<file path="config.mk">
export PLATFORM = sky130hd
export DESIGN_NAME = reg_pipe
export DESIGN_NICKNAME = d
export VERILOG_FILES = /design/src/rtl/reg_pipe_pkg.sv /design/src/rtl/pipe_stage.sv /design/src/rtl/reg_pipe.sv
export SDC_FILE = /design/constraint.sdc
export NUM_CORES = 1
export LEC_CHECK = 0
export CORE_MARGIN = 1
export CORE_UTILIZATION = 55
export CTS_CLUSTER_DIAMETER = 40
export DETAILED_ROUTE_END_ITERATION = 12
export HOLD_SLACK_MARGIN = 0.03
export PLACE_DENSITY = 0.82
export SLEW_MARGIN = 10
export SYNTH_ARGS = -nofsm -noshare
export SYNTH_HDL_FRONTEND = slang
export SYNTH_HIERARCHICAL = 1
export SYNTH_SLANG_ARGS = --single-unit
</file>
<file path="constraint.sdc">
create_clock -name CLK -period 4.4 [get_ports CLK]
set_clock_uncertainty 0.2 [all_clocks]
set_input_delay 0.88 -clock CLK [delete_from_list [all_inputs] [get_ports CLK]]
set_output_delay 0.88 -clock CLK [all_outputs]
set_load 0.03 [all_outputs]
</file>
<file path="src/rtl/reg_pipe_pkg.sv">
// reg_pipe_pkg: shared defaults, depth limit and occupancy-width helper for reg_pipe
package reg_pipe_pkg;

    localparam int DEF_WIDTH = 8;
    localparam int DEF_DEPTH = 4;
    localparam int MAX_DEPTH = 8;

    function automatic int occ_w(input int depth);
        return $clog2(depth + 1);
    endfunction

endpackage

</file>
<file path="src/rtl/pipe_stage.sv">
// pipe_stage: one valid bit plus a WIDTH-bit data register; optional scan mux under REG_PIPE_SCAN_EN
module pipe_stage
    import reg_pipe_pkg::*;
#(
    parameter int               WIDTH     = DEF_WIDTH,
    parameter logic [WIDTH-1:0] RESET_VAL = '0
) (
    input  logic             CLK,
    input  logic             RST_N,
`ifdef REG_PIPE_SCAN_EN
    input  logic             i_se,
    input  logic             i_si,
    output logic             o_so,
`endif
    input  logic             i_load,
    input  logic             i_valid,
    input  logic [WIDTH-1:0] i_data,
    output logic             o_valid,
    output logic [WIDTH-1:0] o_data
);

    logic             r_valid;
    logic [WIDTH-1:0] r_data;

`ifdef REG_PIPE_SCAN_EN
    logic [WIDTH:0] w_chain;
    assign w_chain = {r_data, r_valid};
    assign o_so    = r_data[WIDTH-1];
`endif

    // Stage register: scan shift wins over the functional load; a bubble only clears valid
    always_ff @(posedge CLK or negedge RST_N) begin
        if (!RST_N) begin
            r_valid <= 1'b0;
            r_data  <= RESET_VAL;
`ifdef REG_PIPE_SCAN_EN
        end else if (i_se) begin
            r_valid <= i_si;
            r_data  <= w_chain[WIDTH-1:0];
`endif
        end else if (i_load) begin
            r_valid <= i_valid;
            if (i_valid) r_data <= i_data;
        end
    end

    assign o_valid = r_valid;
    assign o_data  = r_data;

endmodule

</file>
<file path="src/rtl/reg_pipe.sv">
// reg_pipe: DEPTH-stage WIDTH-bit valid/ready register pipeline with bubble collapse and occupancy count
// Optional scan chain enabled by defining REG_PIPE_SCAN_EN.
module reg_pipe
    import reg_pipe_pkg::*;
#(
    parameter int               WIDTH     = DEF_WIDTH,
    parameter int               DEPTH     = DEF_DEPTH,
    parameter logic [WIDTH-1:0] RESET_VAL = '0
) (
    input  logic                      CLK,
    input  logic                      RST_N,
`ifdef REG_PIPE_SCAN_EN
    input  logic                      SE,
    input  logic                      SI,
    output logic                      SO,
`endif
    input  logic                      IN_VALID,
    output logic                      IN_READY,
    input  logic [WIDTH-1:0]          IN_DATA,
    output logic                      OUT_VALID,
    input  logic                      OUT_READY,
    output logic [WIDTH-1:0]          OUT_DATA,
    output logic [occ_w(DEPTH)-1:0]   OCC
);

    localparam int OW = occ_w(DEPTH);

    // Index i feeds stage i; index i+1 is the output of stage i.
    logic [DEPTH:0]   w_v;
    logic [WIDTH-1:0] w_d [DEPTH+1];
    logic [DEPTH:0]   w_ready;
    logic [OW-1:0]    w_pop;
    logic             w_in_xfer;
    logic             w_out_xfer;
    logic [OW-1:0]    r_occ;

    assign w_v[0]         = IN_VALID;
    assign w_d[0]         = IN_DATA;
    assign w_ready[DEPTH] = OUT_READY;

`ifdef REG_PIPE_SCAN_EN
    logic [DEPTH:0] w_so;
    logic           r_scan_d;
    assign w_so[0] = SI;
    assign SO      = w_so[DEPTH];
`endif

    genvar i;
    generate
        for (i = 0; i < DEPTH; i++) begin : g_stage
            assign w_ready[i] = !w_v[i+1] || w_ready[i+1];
            pipe_stage #(
                .WIDTH     (WIDTH),
                .RESET_VAL (RESET_VAL)
            ) u_stage (
                .CLK     (CLK),
                .RST_N   (RST_N),
`ifdef REG_PIPE_SCAN_EN
                .i_se    (SE),
                .i_si    (w_so[i]),
                .o_so    (w_so[i+1]),
`endif
                .i_load  (w_ready[i]),
                .i_valid (w_v[i]),
                .i_data  (w_d[i]),
                .o_valid (w_v[i+1]),
                .o_data  (w_d[i+1])
            );
        end
    endgenerate

`ifdef REG_PIPE_SCAN_EN
    assign IN_READY  = w_ready[0] && !SE;
    assign OUT_VALID = w_v[DEPTH] && !SE;
`else
    assign IN_READY  = w_ready[0];
    assign OUT_VALID = w_v[DEPTH];
`endif
    assign OUT_DATA   = w_d[DEPTH];
    assign OCC        = r_occ;
    assign w_in_xfer  = IN_VALID && IN_READY;
    assign w_out_xfer = OUT_VALID && OUT_READY;

    // Count of valid stages, used to resync the occupancy after scan and to check it
    always_comb begin
        w_pop = '0;
        for (int k = 1; k <= DEPTH; k++) w_pop = w_pop + OW'(w_v[k]);
    end

    // Occupancy tracks transfers; after a scan shift it restarts from the loaded valid bits
    always_ff @(posedge CLK or negedge RST_N) begin
        if (!RST_N) begin
            r_occ <= '0;
`ifdef REG_PIPE_SCAN_EN
            r_scan_d <= 1'b0;
        end else begin
            r_scan_d <= SE;
            if (!SE) r_occ <= (r_scan_d ? w_pop : r_occ) + OW'(w_in_xfer) - OW'(w_out_xfer);
        end
`else
        end else begin
            r_occ <= r_occ + OW'(w_in_xfer) - OW'(w_out_xfer);
        end
`endif
    end

    a_depth_supported: assert property (@(posedge CLK) DEPTH >= 1 && DEPTH <= MAX_DEPTH);

`ifdef REG_PIPE_SCAN_EN
    a_occ_popcount: assert property (@(posedge CLK) disable iff (!RST_N || SE || r_scan_d) r_occ == w_pop);
`else
    a_occ_popcount: assert property (@(posedge CLK) disable iff (!RST_N) r_occ == w_pop);
`endif

endmodule

</file>
# After elaboration in Yosys (flattened, before gate mapping)
# Cells that the tools add are included.
[word_totals]
mem_bits_ro = 0
ram_bits = 0
input_bits = 12
regBits = 39
out_inout_bits = 13
memories = 0
latch_bits = 0
[classes]
div_mod_pow = 0
reduce_logical = 14
shifts = 0
n_addsub = 2
bitwise = 0
n_eq_ne = 0
mul = 0
order_cmp = 0
n_mux = 0
[op_table]
columns = ["op", "count"]
rows = [
  ["2-bit AND reduction", 4],
  ["1-bit zero test", 4],
  ["1-bit logical OR", 4],
  ["3-bit by 1-bit adder with 3-bit output", 1],
  ["3-bit by 1-bit subtractor with 3-bit output", 1],
  ["1-bit logical AND", 2],
]

# Longest topological paths before layout
[logic_depth]
ltp_word = 8
mapped_depth = 9
mapped_depth_nobuf = 9

# Hierarchy
# Netlist, hierarchy kept.
[by_module_without_submodules]
columns = ["mod", "cells_each", "instances", "seq_area_each_um2", "area_each_um2"]
rows = [
  ["pipe_stage", 20, 4, 225.2, 335.3],
  ["reg_pipe", 18, 1, 75.1, 210.2],
]

# Least setup slack after synthesis
# OpenSTA, ideal clock, no wires.
[synth_path]
kind = "input to register"
from = "in OUT_READY"
to = "reg r_occ[2], in the netlist OCC[2]"
t_required_ns = 4.067
slack_ns = 1.717
cell_stages = 9
arrival_time_ns = 2.351
setup_ns = 0.133
n_path_buf = 0
cell_sequence = "nand4b_4 o21ai_0 ha_1 inv_1 ha_1 inv_1 fa_1 xnor2_1 xnor2_1"
[synth_via]
elab_chain_len = 7
word_cells_on_any_way = 8
[synth_rtl]
columns = ["element", "line_no", "rtl"]
rows = [
  ["start: declaration", "reg_pipe.sv:21", "input logic OUT_READY,"],
  ["1-bit logical OR (4 in a row)", "reg_pipe.sv:51", "assign w_ready[i] = !w_v[i+1] || w_ready[i+1];"],
  ["1-bit logical AND", "reg_pipe.sv:81", "assign w_in_xfer = IN_VALID && IN_READY;"],
  ["3-bit by 1-bit adder with 3-bit output", "reg_pipe.sv:102", "r_occ <= r_occ + OW'(w_in_xfer) - OW'(w_out_xfer);"],
  ["3-bit by 1-bit subtractor with 3-bit output *", "reg_pipe.sv:102", ""],
  ["end signal: assignment", "reg_pipe.sv:102", ""],
  ["end: declaration", "reg_pipe.sv:35", "logic [OW-1:0] r_occ;"],
]
# Mark *: on every way between the ends. The rest lies on a longest branch, timed or not.
# A chain may end at the register's enable or synchronous reset.

# Final worst setup path
[layout_path]
from = "in OUT_READY"
to = "out IN_READY"
[layout_via]
elab_chain_len = 4
[layout_rtl]
columns = ["element", "line_no", "rtl"]
rows = [
  ["1-bit logical OR (3 in a row)", "reg_pipe.sv:51", ""],
  ["net w_ready[1]", "reg_pipe.sv:31", "logic [DEPTH:0] w_ready;"],
  ["1-bit logical OR", "reg_pipe.sv:51", ""],
  ["end: declaration", "reg_pipe.sv:18", "output logic IN_READY,"],
]
# The timed path passes the listed nets, and every way through them passes these cells.

==> impl_metrics.yaml <==
run_status:
  run_status: "finished, final reports clean"
floorplan:
  core.rowCount: 18
  coreArea_um2: 2570
  area_enclosed_by_the_die_boundary_um2: 3040
  initial_core_util_pct: 60.4
  die_width_um: 55.1
  pin_count: 25
  chipHeight_um: 55.1
place:
  dp.final_hpwl_um: 1740
  globalplace.congestion: 0.668
  area_post_placement_um2: 1820
  io_buffers: 24
  dp.cells: 152
finish:
  final_core_util_pct: 73.0
  diodes: 0
  post_route_cells_drive_above_1_share_pct: 34.6
  nets: 144
  post-route-cell-area_um2: 1870
  final_cell_count_no_fill: 160
  mostFrequentLayoutCell: "sky130_fd_sc_hd__dfrtp_1"
  layout.cells.most_common_list: "sky130_fd_sc_hd__dfrtp_1 (39), sky130_fd_sc_hd__mux2_2 (32), sky130_fd_sc_hd__clkdlybuf4s50_1 (23)"
  layout-area-overhead-vs-synth_pct: 20.8
sta:
  worst-slew-pin-transition_ns: 0.812
  post-route-period-util_pct: 80.6
  relSlewSlack_pct: 45.9
  fmax_ghz: 0.282
  minimum_clock_period_ns: 3.55
  setup_tns_ns: 0
  final-hold-violation-count: 0
  setup_violations: 0
  maxSlewViolCount: 0
  grt_setup_unrepaired: "false"
hold_path:
  hold_path_depth: 1
  min_delay_worst_endpoint: "OCC[2]"
  min-delay-start: "OCC[2]"
  min-delay-path-class: "flip-flop to flip-flop"
clock_network:
  ctsLongestPathBuffers: 2
  numCtsBuffers: 5
  cts_post_setup_buffers_inserted: 0
  cts_hold_buffers: 0
  cts-htree-levels: 2
  cts-root-buf: "sky130_fd_sc_hd__clkbuf_4"
  post_cts_resized: 0
  cts.sink_count: 39
  clkSlewWorstSetupHoldPaths_ns: 0.10
  cts_tree: "built"
  clock_latency_ns: 0.33
worst_setup_path:
  worstReg2RegStart: "g_stage[2].u_stage/o_valid"
  cp_data_arrival_time_ns: 2.47
  setup.worst_path.end_class: "output port"
  crit_path_top_delay_cell: "sky130_fd_sc_hd__clkdlybuf4s50_1"
  crit-reg2reg-capture: "OCC[2]"
  critPathTopFamily: "buffers and inverters"
  worst_ep_required_time_ns: 3.32
  critPathKind: "primary input to output port"
  regToRegSetupSlack_ns: 2.06
  setup_crit_start_kind: "primary input"
  worst_path_largest_cell_delay_ns: 0.61
  critical-path-top-cell-by-count: "sky130_fd_sc_hd__clkdlybuf4s50_1"
  worstPathCellList: "clkdlybuf4s50_1 > nand4b_4 > or2_1 > clkdlybuf4s50_1"
  r2r.worst_path.cells: 9
  timing.critical_path.fanout_max: 4
  worst-path-buf-inv: 2
global_routing:
  grt_pass1_wl_um: 3950
  grt_overflow: 0
  vias_in_the_first_global_route: 939
  grt_antenna_before_repair: 0
  grt_usage_pct: 20.0
  grt_max_degree: 40
route:
  num_vias: 858
  detail-route-antenna-nets: 0
  drt-pass1-iter-count: 4
  detail_route.vias_per_cell: 5.36
  dr.first_iter.drc_count: 3
  wirelength_um: 2440
  drc: 0
  wl_per_cell_um: 15.3
yosys:
  yosysUniqueCellTypes: 13
  post_synthesis_share_of_cell_area_spent_on_full_adders_half_adders_and_majority_gates_pct: 2.90
  main_combinational_cell_family_by_area_after_synthesis: "multiplexers"
  synth.yosys.seq_area_share_pct: 62.9
  syn_avg_cell_area_um2: 15.8
  postSynthCellCount: 98
  ys_ff_latch: 39
  synth_net_count: 113
  synthSimpleGateAreaFrac_pct: 6.29
  synth_warnings: 6
  netlist.top_cell.by_area: "sky130_fd_sc_hd__dfrtp_1"
  synthMuxAreaShare_pct: 23.2
  netlist.area_leader.share_pct: 62.9
  post_synth_instance_area_um2: 1550
  synth.top_cells.by_area: "sky130_fd_sc_hd__dfrtp_1 (63%), sky130_fd_sc_hd__mux2_2 (23%), sky130_fd_sc_hd__nand2_4 (2.9%), sky130_fd_sc_hd__inv_1 (1.9%), sky130_fd_sc_hd__ha_1 (1.6%)"
  xor_and_xnor_fraction_of_the_mapped_netlist_area_pct: 1.13
  synthesized_area_fraction_occupied_by_ao_oa_aoi_and_oai_cells_pct: 1.61
flow_run:
  drv.max_cap_violation_count: 0
pwr:
  vdd_ir_drop_max_mv: 0.436
  power_density_nw_per_um2: 607
  total_leakage_power_nw: 0.826
layer usage:
layer  GRT usage, %  vias to the layer above  wire length [µm]
met5              0                        -                 0
met4           10.8                        0                33
met3           6.01                        6               109
met2           34.9                       21              1290
met1           21.5                      434              1000
li1               -                      397                 -
metrics by stage:
step | total power, mW | setup WS [ns] | hold slack (ns)
2_1_floorplan | 0.808 | 1.72 | 0.275
3_3_place_gp | 0.960 | 0.879 | 0.259
3_5_place_dp | 0.988 | 0.867 | 0.275
4_1_cts | 1.16 | 0.853 | 0.290
5_1_grt | 1.21 | 0.800 | 0.316
6_report | 1.14 | 0.855 | 0.282
cell usage after synthesis:
cell type / n
sky130_fd_sc_hd__and2_2: 1
sky130_fd_sc_hd__o21ai_0: 5
sky130_fd_sc_hd__or2b_1: 1
sky130_fd_sc_hd__inv_1: 8
sky130_fd_sc_hd__mux2_2: 32
sky130_fd_sc_hd__nand3b_1: 1
sky130_fd_sc_hd__xnor2_1: 2
sky130_fd_sc_hd__nand4b_4: 1
sky130_fd_sc_hd__fa_1: 1
sky130_fd_sc_hd__nand2_4: 4
sky130_fd_sc_hd__ha_1: 2
sky130_fd_sc_hd__dfrtp_1: 39
sky130_fd_sc_hd__or2_1: 1
cell type report:
class,count,area [µm²]
clock buffer,7,45.0
sequential,39,976
fill,186,693
tap,30,37.5
multi-input combinational,51,546
timing repair buffer,24,235
clock inverter,1,5.00
inverter,8,30.0
cells by family after synthesis:
| logic type | Yosys count |
|---|---|
| xor+xnor | 2 |
| fa+ha+maj | 3 |
| flops | 39 |
| compound gates | 5 |
| buf+inv | 8 |
| mux | 32 |
| simple gates | 9 |
how the worst max path moves through the flow:
stage,endpoint,cells after the start,from
2_1_floorplan,OCC[2],9,OUT_READY
3_3_place_gp,IN_READY,4,OUT_READY
3_5_place_dp,IN_READY,4,OUT_READY
4_1_cts,IN_READY,4,OUT_READY
5_1_grt,IN_READY,4,OUT_READY
6_report,IN_READY,4,OUT_READY
flip-flops by register name (all words and copies together) (netlist names):
signal,flops
g_stage.u_stage/o_data,32
OCC,3
g_stage.u_stage/o_valid,4
worst reg2reg max path, cell delays in order (launching register included):
cell and delay, ns:
sky130_fd_sc_hd__dfrtp_1 0.49, sky130_fd_sc_hd__nand4b_4 0.17, sky130_fd_sc_hd__o21ai_0 0.18, sky130_fd_sc_hd__ha_1 0.25
sky130_fd_sc_hd__inv_1 0.07, sky130_fd_sc_hd__ha_1 0.15, sky130_fd_sc_hd__inv_1 0.06, sky130_fd_sc_hd__fa_1 0.40
sky130_fd_sc_hd__xnor2_1 0.18, sky130_fd_sc_hd__xnor2_1 0.13
power breakdown:
group | switching [mW] | total [mW] | internal, mW | leakage [nW]
logic | 0.213 | 0.429 | 0.216 | 0.341
registers | 0.0698 | 0.542 | 0.472 | 0.456
clock network | 0.105 | 0.167 | 0.0623 | 0.0293
total | 0.387 | 1.14 | 0.751 | 0.826
No activity file was read; power rests on OpenSTA's default activity.
